File: config.mk
export PLATFORM = sky130hd
export DESIGN_NAME = vx_ibuffer
export DESIGN_NICKNAME = d
export VERILOG_FILES = /design/src/rtl/VX_gpu_pkg.sv /design/src/rtl/vx_ibuf_fifo.sv /design/src/rtl/vx_ibuffer.sv
export SDC_FILE = /design/constraint.sdc
export NUM_CORES = 1
export LEC_CHECK = 0
export ABC_AREA = 1
export BUFFER_PORTS_ARGS = -buffer_cell sky130_fd_sc_hd__buf_2
export CORE_MARGIN = 2
export CORE_UTILIZATION = 45
export DETAILED_ROUTE_END_ITERATION = 12
export GPL_TIMING_DRIVEN = 1
export PLACE_DENSITY_LB_ADDON = 0.25
export SLEW_MARGIN = 20
export SYNTH_ARGS = -nofsm -noshare
export SYNTH_HDL_FRONTEND = slang
export SYNTH_SLANG_ARGS = --single-unit
File: constraint.sdc
create_clock -name clk -period 3.63 [get_ports clk]
set_input_delay 0.1815 -clock clk [delete_from_list [all_inputs] [get_ports clk]]
set_output_delay 0.1815 -clock clk [all_outputs]
set_load 0.005 [all_outputs]
File: src/rtl/VX_gpu_pkg.sv
// Shared GPU pipeline definitions: instruction-buffer sizing, warp id type and
// the decoded-instruction layout handed from decode to the scoreboard.
package VX_gpu_pkg;

    localparam int IBUF_NUM_WARPS = 4;
    localparam int IBUF_DEPTH     = 2;
    localparam int IBUF_CNT_W     = $clog2(IBUF_DEPTH + 1);
    localparam int NW_BITS        = $clog2(IBUF_NUM_WARPS);

    typedef logic [NW_BITS-1:0] wid_t;

    typedef enum logic [2:0] {
        EX_ALU = 3'd0,
        EX_LSU = 3'd1,
        EX_FPU = 3'd2,
        EX_SFU = 3'd3,
        EX_TCU = 3'd4
    } ex_type_e;

    // Payload as the scoreboard unpacks it; the buffer itself treats it as opaque bits.
    typedef struct packed {
        logic [15:0] uuid;
        logic [3:0]  tmask;
        logic [31:0] pc;
        ex_type_e    ex_type;
        logic [3:0]  op_type;
        logic [7:0]  op_args;
        logic        wb;
        logic [4:0]  rd;
        logic [4:0]  rs1;
        logic [4:0]  rs2;
        logic [4:0]  rs3;
    } ibuf_data_t;

    localparam int IBUF_DATAW = $bits(ibuf_data_t);

    function automatic int ibuf_cnt_w(input int depth);
        return $clog2(depth + 1);
    endfunction

endpackage

File: src/rtl/vx_ibuf_fifo.sv
// Single-warp instruction queue: pointer/count bookkeeping plus the payload
// flop array. Flush returns the queue to its empty, zero-pointer state.
module vx_ibuf_fifo
    import VX_gpu_pkg::*;
#(
    parameter int DEPTH = IBUF_DEPTH,
    parameter int DATAW = 64,
    parameter int CNT_W = ibuf_cnt_w(DEPTH)
) (
    input  logic             clk,
    input  logic             reset_n,
    input  logic             push,
    input  logic             pop,
    input  logic             flush,
    input  logic [DATAW-1:0] data_in,
    output logic [DATAW-1:0] data_out,
    output logic [CNT_W-1:0] count,
    output logic             full,
    output logic             empty
);

    localparam int PTR_W = (DEPTH > 1) ? $clog2(DEPTH) : 1;

    logic [DATAW-1:0] r_mem [DEPTH];
    logic [PTR_W-1:0] r_rd_ptr;
    logic [PTR_W-1:0] r_wr_ptr;
    logic [CNT_W-1:0] r_count;
    logic             w_push;
    logic             w_pop;

    assign full   = (r_count == CNT_W'(DEPTH));
    assign empty  = (r_count == '0);
    // Re-qualified locally so the queue can never over/underflow whatever the caller does.
    assign w_push = push & ~full & ~flush;
    assign w_pop  = pop & ~empty & ~flush;

    always_ff @(posedge clk or negedge reset_n) begin
        if (!reset_n) begin
            r_rd_ptr <= '0;
            r_wr_ptr <= '0;
            r_count  <= '0;
        end else if (flush) begin
            r_rd_ptr <= '0;
            r_wr_ptr <= '0;
            r_count  <= '0;
        end else begin
            if (w_push) begin
                r_wr_ptr <= r_wr_ptr + PTR_W'(1);
            end
            if (w_pop) begin
                r_rd_ptr <= r_rd_ptr + PTR_W'(1);
            end
            r_count <= r_count + CNT_W'(w_push) - CNT_W'(w_pop);
        end
    end

    // Payload is deliberately left unreset; validity comes only from the count.
    always_ff @(posedge clk) begin
        if (w_push) begin
            r_mem[r_wr_ptr] <= data_in;
        end
    end

    assign data_out = r_mem[r_rd_ptr];
    assign count    = r_count;

endmodule

File: src/rtl/vx_ibuffer.sv
// Per-warp instruction buffer: one shared decode push port steered by warp id,
// one valid/ready head stream per warp towards the scoreboard.
module vx_ibuffer
    import VX_gpu_pkg::*;
#(
    parameter int NUM_WARPS = IBUF_NUM_WARPS,
    parameter int DEPTH     = IBUF_DEPTH,
    parameter int DATAW     = 64,
    parameter int WID_W     = $clog2(NUM_WARPS),
    parameter int CNT_W     = ibuf_cnt_w(DEPTH)
) (
    input  logic                       clk,
    input  logic                       reset_n,
    input  logic                       decode_valid,
    input  logic [WID_W-1:0]           decode_wid,
    input  logic [DATAW-1:0]           decode_data,
    output logic                       decode_ready,
    input  logic [NUM_WARPS-1:0]       flush,
    output logic [NUM_WARPS-1:0]       ibuf_valid,
    output logic [NUM_WARPS*DATAW-1:0] ibuf_data,
    input  logic [NUM_WARPS-1:0]       ibuf_ready,
    output logic [NUM_WARPS*CNT_W-1:0] ibuf_count
);

    logic [NUM_WARPS-1:0] w_wid_hit;
    logic [NUM_WARPS-1:0] w_push;
    logic [NUM_WARPS-1:0] w_pop;
    logic [NUM_WARPS-1:0] w_full;
    logic [NUM_WARPS-1:0] w_empty;

    // A full warp refuses even when it pops this cycle: no pass-through path.
    assign decode_ready = |(w_wid_hit & ~w_full & ~flush);

    generate
        for (genvar gi = 0; gi < NUM_WARPS; gi++) begin : g_warp
            assign w_wid_hit[gi]  = (decode_wid == WID_W'(gi));
            assign w_push[gi]     = decode_valid & decode_ready & w_wid_hit[gi];
            assign w_pop[gi]      = ibuf_valid[gi] & ibuf_ready[gi] & ~flush[gi];
            assign ibuf_valid[gi] = ~w_empty[gi];

            vx_ibuf_fifo #(
                .DEPTH (DEPTH),
                .DATAW (DATAW),
                .CNT_W (CNT_W)
            ) u_fifo (
                .clk      (clk),
                .reset_n  (reset_n),
                .push     (w_push[gi]),
                .pop      (w_pop[gi]),
                .flush    (flush[gi]),
                .data_in  (decode_data),
                .data_out (ibuf_data[gi*DATAW +: DATAW]),
                .count    (ibuf_count[gi*CNT_W +: CNT_W]),
                .full     (w_full[gi]),
                .empty    (w_empty[gi])
            );
        end
    endgenerate

endmodule
**After elaboration in Yosys (flattened, before gate mapping)**

Memories as Yosys holds them, arrays and structs flattened.
Cells that the tools add are included.

- Output and inout port bits: 269
- Input port bits: 77
- Bits in latches: 0
- Memory bits (read-only): 0
- Bits in registers: 16
- Memories kept: 4
- Logic and storage cells: 126
- Bits in writable memories: 512

- $mul: 0
- Add/subtract/negate cells: 16
- Reduce and logical (&&, ||, !) cells: 14
- Bitwise logic cells: 45
- Mux-type cells: 28
- Shift operators: 0
- $lt $le $gt $ge: 0
- Div/mod/pow operators: 0
- Equal/unequal tests: 7

Memories:

| name | words | bits a word | rd ports | clocked after Yosys merged registers in | wr ports | RTL line | source |
|---|---|---|---|---|---|---|---|
| g_warp[0].u_fifo.r_mem | 2 | 64 | 1 | 0 | 1 | vx_ibuf_fifo.sv:24 | `logic [DATAW-1:0] r_mem [DEPTH];` |
| g_warp[1].u_fifo.r_mem | 2 | 64 | 1 | 0 | 1 | vx_ibuf_fifo.sv:24 |  |
| g_warp[2].u_fifo.r_mem | 2 | 64 | 1 | 0 | 1 | vx_ibuf_fifo.sv:24 |  |
| g_warp[3].u_fifo.r_mem | 2 | 64 | 1 | 0 | 1 | vx_ibuf_fifo.sv:24 |  |

Operators with widths:

| operator | number |
|---|---|
| $and 1x1->1 | 29 |
| $mux 1 | 24 |
| $reduce_bool 2->1 | 8 |
| $eq 2x2->1 const B | 6 |
| $not 1->1 | 12 |
| $logic_not 2->1 | 5 |
| $add 1x1->1 const B | 8 |
| $add 2x1->2 | 4 |
| $and 4x4->4 | 2 |
| $mux 2 | 4 |
| $not 4->4 | 2 |
| $sub 2x1->2 | 4 |
| $reduce_or 4->1 | 1 |
| $eq 2x1->1 const B | 1 |

**Longest topological paths before layout**

- Depth after elaboration: 12
- Mapped depth: 11
- Mapped depth without buffers: 11

**Modules after synthesis**

Synthesis repeated with hierarchy kept, for this count alone.

- Cell total of the unflattened synthesis: 1523
- Area, all modules: 19897.8 um^2

Modules (own cells, without submodules):

| module | area an instance (um^2) | instances | cells each | seq. area each (um^2) |
|---|---|---|---|---|
| vx_ibuf_fifo | 4936.0 | 4 | 371 | 3943.8 |
| vx_ibuffer | 153.9 | 1 | 39 | 0.0 |

**Worst setup path after synthesis**

Ideal clock, no wire load.

- Path type: flip-flop to flip-flop
- Start point: reg g_warp[0].u_fifo.r_count[1]
- End point: mem g_warp[1].u_fifo.r_mem[1][0], enable pin
- Buffers on the path: 0
- Setup time: 0.486 ns
- Stages on the path, launching flop included: 8
- Period minus slack after synthesis: 3.988 ns
- Arrival: 3.502 ns
- Slack: -0.358 ns
- Required time: 3.144 ns
- Cells stage by stage: dfrtp_1 -> nand2_1 -> nand3_1 -> nand2_1 -> inv_2 -> nand2_4 -> nand3_2 -> nor2_1

- Longest elaborated chain between the ends: 11

RTL lines:

| element | RTL line | source |
|---|---|---|
| from (decl) | vx_ibuf_fifo.sv:27 | `logic [CNT_W-1:0] r_count;` |
| from (signal assigned) | vx_ibuf_fifo.sv:53 | `r_count <= r_count + CNT_W'(w_push) - CNT_W'(w_pop);` |
| $eq 2x2->1 | vx_ibuf_fifo.sv:31 | `assign full = (r_count == CNT_W'(DEPTH));` |
| $not 4->4 | vx_ibuffer.sv:32 | `assign decode_ready = \|(w_wid_hit & ~w_full & ~flush);` |
| $and 4x4->4 (2 in a row) | vx_ibuffer.sv:32 |  |
| $reduce_or 4->1 | vx_ibuffer.sv:32 |  |
| net decode_ready | vx_ibuffer.sv:17 | `output logic decode_ready,` |
| $and 1x1->1 (2 in a row) | vx_ibuffer.sv:37 | `assign w_push[gi] = decode_valid & decode_ready & w_wid_hit[gi];` |
| $and 1x1->1 (2 in a row) | vx_ibuf_fifo.sv:34 | `assign w_push = push & ~full & ~flush;` |
| $mux 1 | vx_ibuf_fifo.sv:59 | `if (w_push) begin` |
| $mux 1 (implied by the code) | vx_ibuf_fifo.sv:60 | `r_mem[r_wr_ptr] <= data_in;` |
| to (decl) | vx_ibuf_fifo.sv:24 |  |

The timed path passes the listed nets, and every way through them passes these cells.

**Final worst setup path**

- Start point: reg g_warp[1].u_fifo.r_rd_ptr
- End point: out ibuf_data[86]

- Longest elaborated chain between the ends: 1

RTL lines:

| element | RTL line | source |
|---|---|---|
| from (decl) | vx_ibuf_fifo.sv:25 | `logic [PTR_W-1:0] r_rd_ptr;` |
| from (signal assigned) | vx_ibuf_fifo.sv:51 | `r_rd_ptr <= r_rd_ptr + PTR_W'(1);` |
| $mem_v2 2x64 | - |  |
| to (decl) | vx_ibuffer.sv:20 | `output logic [NUM_WARPS*DATAW-1:0] ibuf_data,` |

No other way between the ends.

==> results.cfg <==
[logic_synthesis]
synth_area_leaders = edfxtp_1 79%, nand2_1 15%, dfrtp_1 2.0%, buf_2 1.2%, ha_1 0.51%
synthArstFlopShare_pct = 3.03
ys_ff_latch = 528
seq_area_frac_synth_pct = 80.7
yosysTopAreaCell = edfxtp_1
synth.top_cell.area_share_pct = 78.7
synthDistinctLibCells = 20
synth_edf_count = 512
synth_ff_type = edfxtp_1
postSynthAreaPerCell_sq_um = 13.3
ys_warn_count = 0
synth_nets = 1553
syn_area_sq_mm = 0.0195
netlist_instances = 1468

[placed_design]
gp_congestion = 0.780
dp.cells = 2358
hpwl_mm = 28.4
port_buffers = 345

[worst_setup_path]
cp_max_fo = 66
cp.required_ns = 3.45
cp-start-kind = flop
r2r_end = g_warp[0].u_fifo.r_mem[1][36]$_DFFE_PP_
end_kind = primary output
reg2reg_depth = 5
crit_arrival_ns = 2.41
rrSetupSlack_ns = 1.46
crit_start = g_warp[1].u_fifo.r_rd_ptr$_DFFE_PN0P_
rr_startpoint = g_warp[0].u_fifo.count[1]$_DFF_PN0_
critPathKind = flop to primary output
critPathCapture = ibuf_data[86]

[clock_tree]
cts_tree = yes
clk_path_buf_depth = 3
cts.clk_slew.worst_paths_ns = 0.06
htree_levels = 2
insertion_delay_ns = 0.58
cts_root_buf = clkbuf_16
numCtsBuffers = 53
cts_setup_buffers = 0
clkSinkCount = 528

[routing]
ant_nets = 0
drt_iter0_drc = 747
drcViolationCount = 0
via_count = 12100
routed_wl_mm = 47.1
wl_per_cell_um = 18.6
drtPass1Iterations = 5
avgViaCountPerCell = 4.77

[grt]
grt_pass1_wl_mm = 70.0
grt-ovfl-total = 0
antenna_found_initial = 0
grt_pass1_vias = 11800
grt_util_all_layers_pct = 20.9
grt_max_degree = 67

[floorplan]
rows = 76
die_h_um = 212
die_area_sq_mm = 0.0451
io-pin-count = 346
coreArea_sq_mm = 0.0430
die_w_um = 212
start_util_pct = 45.5

[power]
irDropWorstVdd_mv = 0.384
pwr_density_cell_mw_per_mm2 = 534
p_sw_share_pct = 22.1
power_frac_comb_pct = 7.7
leakage_nw = 10.0
power.switching_mw = 2.88
p_int_mw = 10.2
p_seq_share_pct = 52.3
clkPwrFrac_pct = 39.9

[timing]
worst_clock_skew_ns = 0.0187
fin_tns_setup_ns = 0
slew_violations = 0
period_minus_slack_ns = 2.59
hold_viol_final = 0
timing.final.crit_share_pct = 71.4
slew_headroom_pct = 33.7
setup_viol = 0
rsz0062_at_grt = false
worst_slew_pin_slew_ns = 0.994
fmax_mhz = 386

[cells_and_area]
area_growth_pct = 25.1
n_fill_cell = 3524
finalNonFillerCells = 2531
drive_gt1_share_pct = 23.7
final_nets = 1988
regArea_sq_mm = 0.0158
multi_input_area_sq_mm = 0.00341
final_cell_mix = 783 x nand2_1, 512 x edfxtp_1, 345 x buf_2
antenna_cells = 0
final_common_cell = nand2_1

[run]
drv_cap = 0

[worst_hold_path]
worstHoldPathType = input port to async pin

[run_status]
status = finished, final reports clean
## per-stage QoR
stage,hold WS (ns),utilization [%],area [sq um],worst slack [ns],total power [mW]
6_report,0.0475,56.9,24400,1.04,13.0
2_1_floorplan,-0.114,-,19500,-0.312,7.36
5_1_grt,0.0352,56.9,24400,0.915,13.5
3_3_place_gp,0.120,51.2,22000,1.43,7.90
4_1_cts,0.0165,56.9,24400,1.01,13.2
3_5_place_dp,0.127,51.2,22000,1.43,7.92
## how the worst min path moves through the flow
stage                                                  to  slack (ns)           from  cells after the start
detailed placement    g_warp[3].u_fifo.count[0]$_DFF_PN0_        0.13        reset_n                      1
finish              g_warp[1].u_fifo.r_rd_ptr$_DFFE_PN0P_        0.05        reset_n                      2
floorplan             g_warp[0].u_fifo.count[0]$_DFF_PN0_       -0.11        reset_n                      0
global route        g_warp[1].u_fifo.r_rd_ptr$_DFFE_PN0P_        0.04        reset_n                      2
CTS                 g_warp[2].u_fifo.r_wr_ptr$_DFFE_PN0P_        0.02  decode_wid[0]                      5
global placement      g_warp[0].u_fifo.count[0]$_DFF_PN0_        0.12        reset_n                      1
## registers in the layout, indices dropped and copies added, names as in the netlist
signal / count
g_warp.u_fifo.r_mem: 512
g_warp.u_fifo.count: 8
g_warp.u_fifo.r_rd_ptr: 4
g_warp.u_fifo.r_wr_ptr: 4
## cells by family after synthesis
logic type	after synthesis	synth area share, %
simple gates	823	16.1
buf+inv	91	2.04
xor+xnor	8	0.359
flops	528	80.7
fa+ha+maj	8	0.512
compound gates	10	0.256
## metal layers
metal | GRT usage (%) | part of all wire (%) | routed length [um] | vias to the layer above
met5 | 0 | 0 | 0 | -
li1 | - | - | - | 5804
met1 | 27.3 | 42 | 19800 | 5834
met2 | 34.4 | 48 | 22700 | 349
met4 | 7.60 | 3.0 | 1400 | 0
met3 | 4.86 | 6.8 | 3210 | 83
## layout make-up
cell class	count	share of cell area, %
Timing Repair Buffer	436	11.1
Clock inverter	30	0.896
Inverter	35	0.558
Clock buffer	68	5.91
Sequential cell	528	64.6
Multi-Input combinational cell	849	13.9
Tap cell	585	2.99
## worst max-delay path, cell delays in order, from the launching register on
cell	delay, ns
dfrtp_4	0.98
clkinv_2	0.17
buf_12	0.25
nand2_1	0.10
nand2_1	0.10
buf_2	0.14
## cell usage after synthesis, types with 4 or more instances
master / instances
nand2_1: 783
edfxtp_1: 512
buf_2: 46
inv_1: 25
nor2_1: 21
dfrtp_1: 16
clkbuf_1: 10
inv_2: 10
ha_1: 8
nand3_1: 6
o21ai_1: 6
a21oi_1: 4
or2_1: 4
xnor2_1: 4
xor2_1: 4
## timing repair
item                                   in CTS  in global routing
hold buffers                               75                  0
endpoints found under the hold margin     544                  0
gates resized for setup                     0                  0
## power groups by stage
stage / Clock [mW] / Combinational [mW] / Sequential (mW)
after floorplan: 0 / 0.422 / 6.94
after global placement: 0 / 0.954 / 6.95
after detailed placement: 0 / 0.968 / 6.95
after CTS: 5.30 / 1.04 / 6.83
after global routing: 5.55 / 1.13 / 6.83
final: 5.20 / 1.01 / 6.83
(Power assumes the default switching activity.)
